[src/rtl/traffic_pkg.sv]
// Shared types and constants for the traffic light sequencer.
package traffic_pkg;

  typedef enum logic [1:0] {
    LIGHT_OFF    = 2'd0,
    LIGHT_GREEN  = 2'd1,
    LIGHT_YELLOW = 2'd2,
    LIGHT_RED    = 2'd3
  } light_phase_t;

  // Width of every duration counter and length value.
  localparam int unsigned DUR_W = 28;

  // Galois feedback mask for x^16 + x^14 + x^13 + x^11 + 1.
  localparam logic [15:0] LFSR_MASK = 16'hB400;

  // One right-shifting Galois step.
  function automatic logic [15:0] lfsr_step(input logic [15:0] v);
    logic [15:0] shifted;
    shifted = v >> 1;
    return v[0] ? (shifted ^ LFSR_MASK) : shifted;
  endfunction

endpackage

[src/rtl/lfsr16.sv]
// Free-running 16-bit Galois LFSR; a zero seed would lock up, so it becomes 1.
module lfsr16
  import traffic_pkg::*;
(
  input  logic        clk,
  input  logic        reset,
  input  logic [15:0] seed,
  output logic [15:0] q
);

  logic [15:0] seed_fix;
  logic [15:0] q_q;

  assign seed_fix = (seed == 16'h0000) ? 16'h0001 : seed;

  // Advance every cycle; reload the (fixed-up) seed on reset.
  always_ff @(posedge clk or negedge reset) begin
    if (!reset) begin
      q_q <= seed_fix;
    end else begin
      q_q <= lfsr_step(q_q);
    end
  end

  assign q = q_q;

endmodule

[src/rtl/traffic_light.sv]
// Red/yellow/green sequencer for Red Light, Green Light. Durations are
// randomised from an LFSR, green shortens with the round, and the enforced
// red_light only asserts after a grace window inside the red phase.
module traffic_light
  import traffic_pkg::*;
#(
  parameter logic [DUR_W-1:0] GREEN_MIN  = 28'd75_000_000,
  parameter logic [DUR_W-1:0] GREEN_STEP = 28'd6_250_000,
  parameter logic [DUR_W-1:0] YELLOW_LEN = 28'd25_000_000,
  parameter logic [DUR_W-1:0] RED_MIN    = 28'd50_000_000,
  parameter logic [DUR_W-1:0] RED_STEP   = 28'd6_250_000,
  parameter logic [DUR_W-1:0] ROUND_TRIM = 28'd12_500_000,
  parameter logic [DUR_W-1:0] GRACE_LEN  = 28'd5_000_000,
  parameter logic             RAND_EN    = 1'b1,
  parameter logic [15:0]      LFSR_SEED  = 16'hACE1
) (
  input  logic       clk,
  input  logic       reset,
  input  logic       game_active,
  input  logic [1:0] round_num,
  output logic       red_light,
  output logic       red_lamp,
  output logic       yellow_lamp,
  output logic       green_lamp,
  output logic [1:0] phase,
  output logic       phase_change
);

  // Extra headroom so the length arithmetic can be saturated instead of wrapping.
  localparam int unsigned CW = DUR_W + 6;

  // Green never shrinks below half its minimum, and never to zero cycles.
  localparam logic [DUR_W-1:0] GREEN_FLOOR =
      (GREEN_MIN >= DUR_W'(2)) ? (GREEN_MIN >> 1) : DUR_W'(1);

  light_phase_t     phase_q, phase_d;
  logic [DUR_W-1:0] phase_cnt_q, phase_cnt_d;
  logic [DUR_W-1:0] grace_cnt_q, grace_cnt_d;
  logic             phase_change_q;

  logic [15:0]      lfsr_q;
  logic [3:0]       rnd;
  logic [1:0]       round_eff;
  logic [CW-1:0]    green_base, green_trim, red_full;
  logic [DUR_W-1:0] green_len, red_len;
  logic             unused_lfsr;

  lfsr16 u_lfsr (
    .clk   (clk),
    .reset (reset),
    .seed  (LFSR_SEED),
    .q     (lfsr_q)
  );

  // Only the low nibble feeds the random term.
  assign unused_lfsr = ^lfsr_q[15:4];
  assign rnd         = RAND_EN ? lfsr_q[3:0] : 4'd0;
  assign round_eff   = (round_num == 2'd0) ? 2'd1 : round_num;

  function automatic logic [DUR_W-1:0] sat_dur(input logic [CW-1:0] v);
    if (v > CW'({DUR_W{1'b1}})) begin
      return {DUR_W{1'b1}};
    end
    return v[DUR_W-1:0];
  endfunction

  // Phase lengths for the current random value and round, used at phase entry.
  always_comb begin
    green_base = CW'(GREEN_MIN) + CW'(rnd) * CW'(GREEN_STEP);
    green_trim = (CW'(round_eff) - CW'(1)) * CW'(ROUND_TRIM);
    red_full   = CW'(RED_MIN) + CW'(rnd) * CW'(RED_STEP);
    if (green_base < green_trim + CW'(GREEN_FLOOR)) begin
      green_len = GREEN_FLOOR;
    end else begin
      green_len = sat_dur(green_base - green_trim);
    end
    red_len = sat_dur(red_full);
  end

  // Next phase and counter values; dropping game_active overrides everything.
  always_comb begin
    phase_d     = phase_q;
    phase_cnt_d = phase_cnt_q;
    grace_cnt_d = grace_cnt_q;
    if (!game_active) begin
      phase_d     = LIGHT_OFF;
      phase_cnt_d = '0;
      grace_cnt_d = '0;
    end else begin
      unique case (phase_q)
        LIGHT_OFF: begin
          phase_d     = LIGHT_GREEN;
          phase_cnt_d = green_len - DUR_W'(1);
        end
        LIGHT_GREEN: begin
          if (phase_cnt_q == '0) begin
            phase_d     = LIGHT_YELLOW;
            phase_cnt_d = YELLOW_LEN - DUR_W'(1);
          end else begin
            phase_cnt_d = phase_cnt_q - DUR_W'(1);
          end
        end
        LIGHT_YELLOW: begin
          if (phase_cnt_q == '0) begin
            phase_d     = LIGHT_RED;
            phase_cnt_d = red_len - DUR_W'(1);
            grace_cnt_d = '0;
          end else begin
            phase_cnt_d = phase_cnt_q - DUR_W'(1);
          end
        end
        LIGHT_RED: begin
          if (grace_cnt_q < GRACE_LEN) begin
            grace_cnt_d = grace_cnt_q + DUR_W'(1);
          end
          if (phase_cnt_q == '0) begin
            phase_d     = LIGHT_GREEN;
            phase_cnt_d = green_len - DUR_W'(1);
            grace_cnt_d = '0;
          end else begin
            phase_cnt_d = phase_cnt_q - DUR_W'(1);
          end
        end
        default: begin
          phase_d     = LIGHT_OFF;
          phase_cnt_d = '0;
          grace_cnt_d = '0;
        end
      endcase
    end
  end

  // Phase, counters and the registered phase-entry pulse.
  always_ff @(posedge clk or negedge reset) begin
    if (!reset) begin
      phase_q        <= LIGHT_OFF;
      phase_cnt_q    <= '0;
      grace_cnt_q    <= '0;
      phase_change_q <= 1'b0;
    end else begin
      phase_q        <= phase_d;
      phase_cnt_q    <= phase_cnt_d;
      grace_cnt_q    <= grace_cnt_d;
      phase_change_q <= (phase_d != phase_q);
    end
  end

  // Lamps decode straight from the phase register so they track it exactly.
  always_comb begin
    red_lamp    = 1'b0;
    yellow_lamp = 1'b0;
    green_lamp  = 1'b0;
    unique case (phase_q)
      LIGHT_GREEN:  green_lamp  = 1'b1;
      LIGHT_YELLOW: yellow_lamp = 1'b1;
      LIGHT_RED:    red_lamp    = 1'b1;
      default:      ;
    endcase
  end

  assign red_light    = (phase_q == LIGHT_RED) && (grace_cnt_q >= GRACE_LEN);
  assign phase        = phase_q;
  assign phase_change = phase_change_q;

endmodule

[config.mk]
export PLATFORM = sky130hd
export DESIGN_NAME = traffic_light
export DESIGN_NICKNAME = d
export VERILOG_FILES = /design/src/rtl/traffic_pkg.sv /design/src/rtl/lfsr16.sv /design/src/rtl/traffic_light.sv
export SDC_FILE = /design/constraint.sdc
export NUM_CORES = 1
export LEC_CHECK = 0
export BUFFER_PORTS_ARGS = -buffer_cell sky130_fd_sc_hd__buf_2
export CAP_MARGIN = 20
export CORE_MARGIN = 2
export CORE_UTILIZATION = 40
export DETAILED_ROUTE_END_ITERATION = 6
export PLACE_DENSITY = 0.57
export SETUP_SLACK_MARGIN = 0.2
export SYNTH_ARGS = -nofsm -noshare
export SYNTH_HDL_FRONTEND = slang
export SYNTH_SLANG_ARGS = --single-unit
export TNS_END_PERCENT = 1
[constraint.sdc]
create_clock -name clk -period 9.5 [get_ports clk]
set_input_delay 0.95 -clock clk [delete_from_list [all_inputs] [get_ports clk]]
set_output_delay 0.95 -clock clk [all_outputs]
set_load 0.05 [all_outputs]
# Word-level counts from Yosys, hierarchy flattened
# Cells that the tools add are included.
# word_totals
register_bits	75
inputBits	5
wordCells	62
# classes
n_addsub	9
mul	2
order_cmp	5
n_eq_ne	7
mux	28
n_bitwise	1
n_reduce_logical	5
# op_table
cell	n
$mux W28	13
$pmux W28 S4	1
$sub A28 B1 Y28 const B	3
$pmux W28 S2	1
$add A34 B26 Y34 const B	1
$gt A34 B28 Y1 const B	1
$lt A28 B34 Y1	1
$mul A34 B19 Y29 const B	1
$sub A28 B34 Y34	1
$add A26 B27 Y28 const A	1
$add A27 B27 Y28 const A	1
$add A28 B1 Y28 const B	1
$ge A28 B23 Y1 const B	1
$gt A28 B28 Y1 const B	1
$logic_not A28 Y1	1
$lt A28 B23 Y1 const B	1
$mul A4 B19 Y23 const B	1
$mux W16	1
$mux W2	5
$pmux W2 S4	1
$mux W1	6
$eq A2 B2 Y1 const B	2
$logic_not A2 Y1	2
$ne A4 B4 Y1 const B	1
other kinds (8)	8

# Depth between registers and ports, before layout
# depth
ltp_word	14
depth_mapped	35
depth_no_buf	33

# Worst setup path before layout
# No wires, ideal clock.
# synth_path
path_type	flip-flop to flip-flop
startpoint	reg u_lfsr.q_q[2], in the netlist u_lfsr.q[2]
endpoint	reg phase_cnt_q[27]
arrival_ns	7.426
t_required_ns	9.377
path_slack_ns	1.951
stages_incl_launch_ff	34
period_less_slack_ns	7.549
cell_sequence	dfrtp_1 fa_1 inv_1 fa_1 inv_1 ha_1 a211oi_1 nor2_1 xor2_1 nor3_1 and4b_1 nor2_1 xor2_1 ha_1 clkbuf_1 and3_1 nand2_1 o211a_1 o21ai_0 o31ai_1 nor2_1 a221o_1 a31oi_2 buf_2 buf_2 o21ai_0 ha_1 nand2_1 nor3_1 nand2_1 a2111oi_4 nand3b_1 xor2_1 o221a_1
# synth_between
elab_chain_len	12
word_cells_on_any_way	19
classes_between	add/sub (5); mul (1); order compare (3); mux (10)
# synth_lines
item	line	rtl
start: declaration	lfsr16.sv:12	logic [15:0] q_q;
start signal: assignment	lfsr16.sv:19	q_q <= seed_fix;
start signal: assignment	lfsr16.sv:21	q_q <= lfsr_step(q_q);
$mul A4 B19 Y23 (*)	traffic_light.sv:69, traffic_light.sv:71	
$add A27 B27 Y28	traffic_light.sv:69	green_base = CW'(GREEN_MIN) + CW'(rnd) * CW'(GREEN_STEP);
$sub A28 B34 Y34	traffic_light.sv:75	green_len = sat_dur(green_base - green_trim);
$gt A34 B28 Y1	traffic_light.sv:61	if (v > CW'({DUR_W{1'b1}})) begin
$mux W1	traffic_light.sv:61	
$mux W1	traffic_light.sv:72	if (green_base < green_trim + CW'(GREEN_FLOOR)) begin
$mux W28	traffic_light.sv:64	return v[DUR_W-1:0];
$mux W28	traffic_light.sv:72	
$sub A28 B1 Y28	traffic_light.sv:93, traffic_light.sv:118	
$mux W28	traffic_light.sv:116	if (phase_cnt_q == '0) begin
$pmux W28 S4 (*)	traffic_light.sv:90	unique case (phase_q)
$mux W28 (*)	traffic_light.sv:85	if (!game_active) begin
named net phase_cnt_d[27]	traffic_light.sv:37	logic [DUR_W-1:0] phase_cnt_q, phase_cnt_d;
end signal: assignment	traffic_light.sv:142	phase_cnt_q <= phase_cnt_d;
end: declaration	traffic_light.sv:37	
# The timed path passes the listed nets; every way through them passes the cells marked *. The select of a mux whose other input is x is not followed.
# A chain may end at the register's enable or synchronous reset.

# Final worst setup path
# Ends and elaborated chain as after synthesis.

==> results.txt <==
STA classifies the critical path endpoint as a flip-flop. The share of synthesized registers carrying an async set or reset came out at 100%. The launching element type of the critical path is a flip-flop. The routability congestion estimate came out at 0.909. The maximum level of the CTS H-tree came out at 3.

The worst endpoint data arrival time is 8.45 ns. The worst setup skew after layout is 0.00646 ns. The path type of the worst min-delay path is flip-flop to flip-flop. The buffer type at the clock tree root is sky130_fd_sc_hd__clkbuf_16. The share of synthesized area in the top cell type comes to 20.6%. In this run the power density over the cells is 104 nW/um2.

Counting instances, the worst hold path has a depth of 0. Setup violations remaining at the end of the flow were counted as 0. The combinational fraction of design power is 16.0%. On the critical path, the stage with the largest delay is an instance of sky130_fd_sc_hd__fa_1. Counting instances in the post-synthesis netlist gives the leading cell types as 92 x sky130_fd_sc_hd__nor2_1, 88 x sky130_fd_sc_hd__nand2_1, 75 x sky130_fd_sc_hd__xnor2_1, 73 x sky130_fd_sc_hd__o21ai_0, 71 x sky130_fd_sc_hd__a21oi_1. The number of failing hold endpoints at the final stage is 0. The flow ran to the end, and the final reports show no timing, DRC or antenna violations. The wire-length estimate of the detail-placed layout is 17700 um. After clock tree synthesis, the repair step resized 0 gates. The count of max-cap constraint violations is 0. The hold-fix buffer count after cts is 0.

The number of antenna-violating nets in the routed design is 0. In this run the critical register-to-register path is launched from u_lfsr.q[2]. Headroom to the max-slew limit came out at 35.8%.

By area the synthesized netlist is led by sky130_fd_sc_hd__dfrtp_1 21%, sky130_fd_sc_hd__ha_1 11%, sky130_fd_sc_hd__xnor2_1 8.1%. On the worst path, the slowest cell contributes a delay of 0.70 ns. The most critical setup path has its startpoint at u_lfsr.q[2]. Counting cells, the worst reg-to-reg path comes to 28. The leakage power came out at 3.88 nW. The clock latency reported for the late side of the worst-skew pair is 0.34 ns. The average detailed-routed wire length per instance is 18.4 um. The post-synthesis cell area is 8150 um2. STA puts the critical path data required time at 9.73 ns. Cell internal power was estimated by the tool at 0.000669 W. The final route contains 7321 vias. The number of optimization iterations in the first detailed-route pass came out at 5. The area enclosed by the die boundary came out at 21500 um2.

The effective utilization at floorplan came out at 40.5%. The number of standard-cell rows in the floorplan came out at 52. The proportion of layout cells with a drive suffix above 1 is 7.42%. The number of slew-limit violations in the final report is 0.

In this run, flip-flops and latches consume 37.4% of the power. The total core area came out at 20100 um2. The count of routing violations after the opening detailed-route iteration is 439.

The setup TNS came out at 0 ns. The final clock period utilization by the worst path is 86.5%. The utilization of the core after routing came out at 43.6%. Of all cell types, the one taking the most synthesized area is sky130_fd_sc_hd__dfrtp_1. Entering global routing, the biggest net connects 76 pins. The width of the chip is 147 um.

The maximum fanout along the worst path came out at 10. Synthesis produced 1003 cells. The number of DRC violations after detailed routing came out at 0. The average footprint of a synthesized cell came out at 8.12 um2. The number of antenna violations at the first check in global routing came out at 0.

The net load switching power came out at 0.000244 W. The synthesis-to-finish area growth is 7.68%. The most critical setup path has its endpoint at phase_cnt_q[27]. The share of the yosys chip area belonging to registers is 23.2%.

The antenna diode count came out at 0. Once the clock tree was built, the setup fixing pass inserted 0 buffers. The top achievable clock speed is 122 MHz. Using the TritonRoute via totals, the vias-per-cell ratio works out to 5.78.

The clock sink count came out at 75. The number of storage elements in the synthesis netlist is 75. The switching fraction of total power came out at 26.7%. The category of the critical setup timing path is flip-flop to flip-flop. The final net count is 1076. The count of buffers added on input and output ports is 11. The warning count from the yosys run is 0. The total length of routed wires is 23300 um. Setup repair after global routing left no endpoint under its margin. The worst reg2reg path endpoint is phase_cnt_q[27]. In this run the most critical hold path is launched from u_lfsr.q[4].

The number of global-route vias before repair came out at 7052. The clock-pin slew reported for the worst setup and hold paths after clock tree synthesis came out at 0.06 ns. In this design, the critical path's most frequently occurring cell is sky130_fd_sc_hd__nand2_1.

The count of flip-flops with a built-in enable after synthesis is 0. At the pin with the least slew margin, the transition time is 0.963 ns. Among all flip-flop cells after synthesis, the most frequent one is sky130_fd_sc_hd__dfrtp_1. The final critical delay including setup and external delays came out at 8.22 ns.

The die is 147 um tall. The count of unique library cells instantiated by Yosys is 92. The total clock buffers created by CTS came out at 9. The setup check on the worst reg-to-reg path leaves a slack of 1.28 ns. The total track usage came out at 22.1%. The maximum resistive drop on vdd came out at 0.0000898 V. Among all cell types in the netlist, the one instantiated most often is sky130_fd_sc_hd__nor2_1. The total global routing overflow came out at 0. The fraction of power consumed by the clock network is 46.6%. The number of top-level pins is 12. The global-route wire length before repair came out at 38200 um. The number of buffers on the longest clock path came out at 2.

TritonCTS built the clock tree.
-- placed cells by master, fill, tap and decap left out, types with 9 or more instances in the layout --
| master | Yosys | layout |
|---|---|---|
| sky130_fd_sc_hd__o21ai_0 | 73 | 73 |
| sky130_fd_sc_hd__a21o_1 | 12 | 12 |
| sky130_fd_sc_hd__buf_4 | 5 | 9 |
| sky130_fd_sc_hd__nand3_1 | 17 | 17 |
| sky130_fd_sc_hd__fa_1 | 9 | 9 |
| sky130_fd_sc_hd__nor2_1 | 92 | 92 |
| sky130_fd_sc_hd__or4_1 | 10 | 10 |
| sky130_fd_sc_hd__a21oi_1 | 71 | 71 |
| sky130_fd_sc_hd__nand2b_1 | 15 | 15 |
| sky130_fd_sc_hd__and3_1 | 12 | 12 |
| sky130_fd_sc_hd__ha_1 | 70 | 70 |
| sky130_fd_sc_hd__o21ai_1 | 9 | 9 |
| sky130_fd_sc_hd__clkbuf_16 | 0 | 9 |
| sky130_fd_sc_hd__and2_1 | 16 | 16 |
| sky130_fd_sc_hd__xnor2_1 | 75 | 75 |
| sky130_fd_sc_hd__inv_1 | 42 | 42 |
| sky130_fd_sc_hd__nand4_1 | 11 | 11 |
| sky130_fd_sc_hd__nand2_1 | 88 | 88 |
| sky130_fd_sc_hd__nor3_1 | 29 | 29 |
| sky130_fd_sc_hd__nor4_1 | 12 | 12 |
| sky130_fd_sc_hd__dfrtp_1 | 67 | 67 |
| sky130_fd_sc_hd__a31oi_1 | 15 | 15 |
| sky130_fd_sc_hd__xor2_1 | 49 | 49 |
| sky130_fd_sc_hd__buf_2 | 7 | 10 |
-- metal layers --
layer | routed length, um | up-vias | GRT usage [%] | share of wire [%]
met2 | 10900 | 208 | 36.1 | 47
met5 | 0 | - | 0 | 0
li1 | - | 3572 | - | -
met1 | 10600 | 3498 | 30.3 | 46
met4 | 724 | 0 | 7.62 | 3.1
met3 | 1000 | 43 | 2.83 | 4.3
-- power by group through the flow --
stage | combinational, W | clock, W | sequential, W
after floorplan | 0.000105 | 0 | 0.000346
after global placement | 0.000145 | 0 | 0.000347
after detailed placement | 0.000145 | 0 | 0.000347
after CTS | 0.000146 | 0.000432 | 0.000341
after global routing | 0.000163 | 0.000444 | 0.000343
final | 0.000147 | 0.000425 | 0.000341
-- critical path: cells and delay by family (launching register included) --
family / cells / cell delay (ns)
XOR/XNOR: 3 / 0.91
AO/OA/AOI/OAI: 9 / 2.58
buffers and inverters: 2 / 0.15
adder cells (fa/ha/maj): 5 / 2.16
flip-flops: 1 / 0.54
AND/OR/NAND/NOR: 9 / 1.74
-- cells by family (layout without fill, tap and decap cells) --
logic type | count (synthesis) | in the layout | share of synthesized area (%)
compound gates | 282 | 282 | 23.0
xor+xnor | 128 | 128 | 14.3
fa+ha+maj | 81 | 81 | 13.2
buf+inv | 88 | 78 | 4.58
flops | 75 | 75 | 23.2
mux | 4 | 4 | 0.507
other cells | 2 | 6 | 0.0922
simple gates | 343 | 343 | 21.1
-- stage by stage --
stage | worst slack, ns | total power [W] | hold WS [ns] | area [um2] | std cells
floorplan | 1.95 | 0.000451 | 0.331 | 8160 | 1007
global placement | 1.56 | 0.000492 | 0.336 | 8410 | 1251
detailed placement | 1.34 | 0.000492 | 0.336 | 8410 | 1251
CTS | 1.32 | 0.000919 | 0.352 | 8770 | 1267
global route | 0.635 | 0.000950 | 0.354 | 8770 | 1267
finish | 1.28 | 0.000913 | 0.350 | 8770 | 1267
-- how the worst min path moves through the flow --
stage,to,slack (ns)
after floorplan,u_lfsr.q[3],0.33
after global placement,u_lfsr.q[8],0.34
after detailed placement,u_lfsr.q[3],0.34
after CTS,u_lfsr.q[3],0.35
after global routing,u_lfsr.q[3],0.35
final,u_lfsr.q[3],0.35
-- cell type report --
cell class	instances	area, um2
clock buffers	10	229
inverters	43	161
well taps	270	338
fillers	2052	11300
clock inverters	6	138
repair buffers	19	118
multi-input cells	844	5900
flip-flops and latches	75	1890
-- sequential cells by signal (all words and copies together), names as in the netlist --
register      flops
u_lfsr.q         16
phase_cnt_q      28
phase             2
phase_change      1
grace_cnt_q      28
Note: power is estimated with default switching activity, not from simulation.
